**config.mk**
```make
export PLATFORM = sky130hd
export DESIGN_NAME = sipo_deserializer
export DESIGN_NICKNAME = d
export VERILOG_FILES = /design/src/rtl/sipo_deserializer_pkg.sv /design/src/rtl/sipo_deserializer.sv
export SDC_FILE = /design/constraint.sdc
export NUM_CORES = 1
export LEC_CHECK = 0
export ABC_CLOCK_PERIOD_IN_PS = 3590
export BUFFER_PORTS_ARGS = -buffer_cell sky130_fd_sc_hd__buf_2
export CAP_MARGIN = 20
export CORE_UTILIZATION = 55
export CTS_CLUSTER_SIZE = 14
export DETAILED_ROUTE_END_ITERATION = 8
export PLACE_DENSITY = 0.82
export SYNTH_ARGS = -nofsm -noshare
export SYNTH_HDL_FRONTEND = slang
export SYNTH_SLANG_ARGS = --single-unit
```
**constraint.sdc**
```tcl
create_clock -name clk -period 3.59 [get_ports clk]
set_clock_uncertainty 0.05 [all_clocks]
set_input_delay 0.5385 -clock clk [delete_from_list [all_inputs] [get_ports clk]]
set_output_delay 0.5385 -clock clk [all_outputs]
set_load 0.01 [all_outputs]
```
**src/rtl/sipo_deserializer_pkg.sv**
```systemverilog
// Shared types for the serial-in/parallel-out receiver.
// The FSM state type lives here so checkers and benches can name the same states.
package sipo_pkg;

   typedef enum logic {
      IDLE = 1'b0,
      RECV = 1'b1
   } sipo_state_t;

endpackage : sipo_pkg

```
**src/rtl/sipo_deserializer.sv**
```systemverilog
// Serial-in/parallel-out receiver: assembles N-bit words from a qualified bit stream
// and hands them out through a one-entry valid/ready output register.
//
// Output handshake: data_out is valid while out_valid=1 and is held stable until
// a cycle with out_valid && out_ready, which consumes it; a word completing in that
// same cycle replaces it without a bubble.
module sipo_deserializer
   import sipo_pkg::*;
#(
   parameter int N         = 8,
   parameter bit LSB_FIRST = 1'b1
) (
   input  logic         clk,
   input  logic         reset_n,
   input  logic         serial_in,
   input  logic         bit_valid,
   input  logic         start,
   output logic [N-1:0] data_out,
   output logic         out_valid,
   input  logic         out_ready,
   output logic         busy,
   output logic         frame_err,
   output logic         overflow
);

   localparam int            CW   = $clog2(N);
   localparam logic [CW-1:0] LAST = CW'(N - 1);

   sipo_state_t   state_q;
   logic [CW-1:0] bit_cnt_q;
   logic [N-1:0]  shift_q;
   logic [N-1:0]  shift_d;
   logic [N-1:0]  data_q;
   logic          out_valid_q;
   logic          frame_err_q;
   logic          overflow_q;

   logic take_start;
   logic take_bit;
   logic word_done;

   assign take_start = bit_valid && start;
   assign take_bit   = bit_valid && !start && (state_q == RECV);
   assign word_done  = take_bit && (bit_cnt_q == LAST);

   // FSM and bit counter.
   always_ff @(posedge clk or negedge reset_n) begin
      if (!reset_n) begin
         state_q     <= IDLE;
         bit_cnt_q   <= '0;
         frame_err_q <= 1'b0;
      end else begin
         frame_err_q <= 1'b0;
         if (take_start) begin
            frame_err_q <= (state_q == RECV);
            state_q     <= RECV;
            bit_cnt_q   <= CW'(1);
         end else if (take_bit) begin
            if (bit_cnt_q == LAST) begin
               state_q   <= IDLE;
               bit_cnt_q <= '0;
            end else begin
               bit_cnt_q <= bit_cnt_q + CW'(1);
            end
         end
      end
   end

   // A start reloads from a clean register so an aborted word leaves no residue.
   always_comb begin
      shift_d = shift_q;
      if (take_start) begin
         shift_d = LSB_FIRST ? {serial_in, {(N-1){1'b0}}}
                             : {{(N-1){1'b0}}, serial_in};
      end else if (take_bit) begin
         shift_d = LSB_FIRST ? {serial_in, shift_q[N-1:1]}
                             : {shift_q[N-2:0], serial_in};
      end
   end

   always_ff @(posedge clk or negedge reset_n) begin
      if (!reset_n) begin
         shift_q <= '0;
      end else begin
         shift_q <= shift_d;
      end
   end

   // Output register: the completed word is shift_d on the edge sampling its last bit.
   always_ff @(posedge clk or negedge reset_n) begin
      if (!reset_n) begin
         data_q      <= '0;
         out_valid_q <= 1'b0;
         overflow_q  <= 1'b0;
      end else begin
         overflow_q <= 1'b0;
         if (word_done) begin
            if (!out_valid_q || out_ready) begin
               data_q      <= shift_d;
               out_valid_q <= 1'b1;
            end else begin
               overflow_q <= 1'b1;
            end
         end else if (out_valid_q && out_ready) begin
            out_valid_q <= 1'b0;
         end
      end
   end

   assign data_out  = data_q;
   assign out_valid = out_valid_q;
   assign busy      = (state_q == RECV);
   assign frame_err = frame_err_q;
   assign overflow  = overflow_q;

endmodule : sipo_deserializer

```
==> qor.yml <==
die:
  io-pin-count: 18
  fp.dieW_um: 46.13
  core_mm2: 0.001783
  rows: 15
  start_util_pct: 60.07
  die_h_um: 46.13
  die_area_mm2: 0.002128
global_routing:
  busiest_layer: "met2"
  grt_pass1_vias: 700
  gr-usage-met3_pct: 3.529
  grt_use_total_pct: 19.10
  grt_max_degree: 26
  grt_util_met2_pct: 29.86
  antenna_found_initial: 0
  grt_pass1_wl_mm: 2.863
  grt_use_met1_pct: 25.71
  gr-total-overflow: 0
sta:
  setup_viol: 0
  rsz0062_at_grt: "no"
  finalHoldViolCount: 0
  tightestPinTransition_ps: 927.3
  slew-limit-headroom_pct: 38.05
  slew_violations: 0
  fmax_mhz: 433.2
  period_share_pct: 64.29
  setup_tns_ps: 0
  period_minus_slack_ps: 2308
setup_path:
  r2r_cells: 3
  rrSetupSlack_ps: 1280
  crit_chain: "nand4b_1 -> nor2b_1 -> mux2_4"
  required_ps: 3740
  worstSetupPathType: "reg2reg"
  crit_path_start_kind: "flip-flop"
  cp_slowest_cell: "dfrtp_1"
  max_stage_delay_ps: 790
  startpoint: "busy"
  timing.rr.start: "busy"
  crit_family: "simple AND/OR/NAND/NOR gates"
  timing.critical_path.depth: 3
  r2r_end: "data_out[7]"
  critPathBufInv: 0
  crit_fanout: 25
  cp-endpoint: "data_out[7]"
  arrival_ps: 2460
  end_kind: "flip-flop"
finish:
  drive_above_1_share_pct: 19.33
  diodes: 0
  layout_commonest_cell: "dfrtp_1"
  mostFrequentLayoutCells: "23 x dfrtp_1, 17 x buf_2, 16 x inv_1, 9 x nand3_1"
  n_fill_cell: 146
  area_growth_pct: 10.63
  fin_nets: 128
clock_tree:
  ctsLongestPathBuffers: 2
  root_buffer: "clkbuf_4"
  clkSlewWorstSetupHoldPaths_ps: 120
  post_cts_resized: 0
  clock_latency_ps: 300
  cts_made_buffers: 3
  hold_buffers: 0
  cts_tree: "yes"
  clkSinkCount: 23
  h-tree-depth: 1
  cts_setup_buffers: 0
power:
  powerDensity_mw_per_mm2: 532.1
  peakVddDrop_mv: 0.3342
  power_mw: 0.6305
  p_leak_nw: 0.5558
logic_synthesis:
  post_synth_inst_count: 104
  syn_area_per_cell_um2: 10.30
  synthAdderAreaFrac_pct: 2.336
  synth-seq-cells: 23
  yosys.area_share.xor_xnor_pct: 0
  synthesis.area_mm2: 0.001071
  yosysWarnings: 0
  synth.area.mux_share_pct: 9.346
  synthesis.nets: 112
  synth_top_family_by_area: "simple AND/OR/NAND/NOR gates"
  synth-simple-area-share_pct: 13.67
  ys_types: 22
  synth_compound_area_share_pct: 12.50
  seq_area_frac_synth_pct: 53.74
placed_design:
  dp_hpwl_mm: 1.174
  port_buffers: 17
  gp_congestion: 0.7498
route:
  vias: 753
  drc: 0
  wl_per_cell_um: 12.37
  drt_iter0_markers: 15
  routed_wl_mm: 1.781
  ant_nets: 0
  via_per_inst: 5.229
  first_pass_iters: 4
worst_hold_path:
  min_path_type: "in2async"
job:
  max_cap_violations: 0
status:
  status: "finished clean"
-- worst register-to-register path, cell delays in order, from the launching register on --
cell,delay (ps)
dfrtp_1,790
nand4b_1,250
nor2b_1,770
mux2_4,350
-- flip-flops by register name, summed over array words and instances (netlist names) --
name       cells
data_out       8
shift_q        8
bit_cnt_q      3
busy           1
frame_err      1
out_valid      1
overflow       1
-- worst min-delay path by stage --
stage	slack [ps]	end	start	cells past startpoint
final	130	shift_q[6]	reset_n	1
after global placement	440	bit_cnt_q[0]	bit_cnt_q[0]	2
after floorplan	190	bit_cnt_q[0]	reset_n	0
after global routing	150	shift_q[7]	reset_n	1
after CTS	140	shift_q[7]	reset_n	1
after detailed placement	450	bit_cnt_q[0]	bit_cnt_q[0]	2
-- cell usage after synthesis --
cell / number / area [um^2]
dfrtp_1: 23 / 575.6
inv_1: 16 / 60.06
nand3_1: 9 / 45.04
nand2b_1: 8 / 50.05
o21ai_0: 8 / 40.04
a21o_1: 7 / 52.55
mux2i_1: 7 / 70.07
nand2_1: 5 / 18.77
buf_2: 3 / 15.01
clkbuf_1: 2 / 7.510
ha_1: 2 / 25.02
mux2_4: 2 / 30.03
o21a_1: 2 / 15.01
o22ai_1: 2 / 12.51
a22o_1: 1 / 8.760
and3_1: 1 / 6.260
buf_4: 1 / 7.510
nand4b_1: 1 / 8.760
nor2_1: 1 / 3.750
nor2b_1: 1 / 6.260
nor3b_1: 1 / 7.510
o21ai_1: 1 / 5.000
-- kinds of logic (layout without fill, tap and decap cells) --
| kind of cell | Yosys count | count (layout) |
|---|---|---|
| multiplexers | 9 | 9 |
| buffers and inverters | 22 | 37 |
| adder cells (fa/ha/maj) | 2 | 2 |
| AND/OR/NAND/NOR | 27 | 27 |
| AO/OA/AOI/OAI | 21 | 21 |
| flip-flops | 23 | 23 |
-- area by class of cell --
type / instances / area (um^2) / share of cell area [%]
Sequential cell: 23 / 575.6 / 48.57
Multi-Input combinational cell: 59 / 405.4 / 34.21
Timing Repair Buffer: 17 / 85.08 / 7.181
Inverter: 16 / 60.06 / 5.069
Tap cell: 25 / 31.28 / 2.640
Clock buffer: 3 / 22.52 / 1.901
Clock inverter: 1 / 5.005 / 0.4224
-- where the power goes --
group	total (mW)	switching [mW]	internal (mW)
clock network	0.116	0.0742	0.0416
registers	0.349	0.0333	0.316
logic	0.166	0.0880	0.0778
-- metal layers --
metal  share of wire [%]  up-vias  wire length [um]
met5                   0        -                 0
met4                0.67        0                12
met3                 3.5        2                63
met2                  50       21               896
met1                  45      360               808
li1                    -      370                 -
-- stage by stage --
stage / hold WS [ps] / setup WS, ps / instance area (um^2) / cells / utilization [%]
after floorplan: 192.9 / 2019 / 1071 / 104 / -
after global placement: 438.7 / 1282 / 1157 / 140 / 64.91
after detailed placement: 446.9 / 1226 / 1157 / 140 / 64.91
after CTS: 137.1 / 1268 / 1185 / 144 / 66.46
after global routing: 148.8 / 1112 / 1185 / 144 / 66.46
final: 125.8 / 1282 / 1185 / 144 / 66.46
No activity file was read; power rests on OpenSTA's default activity.
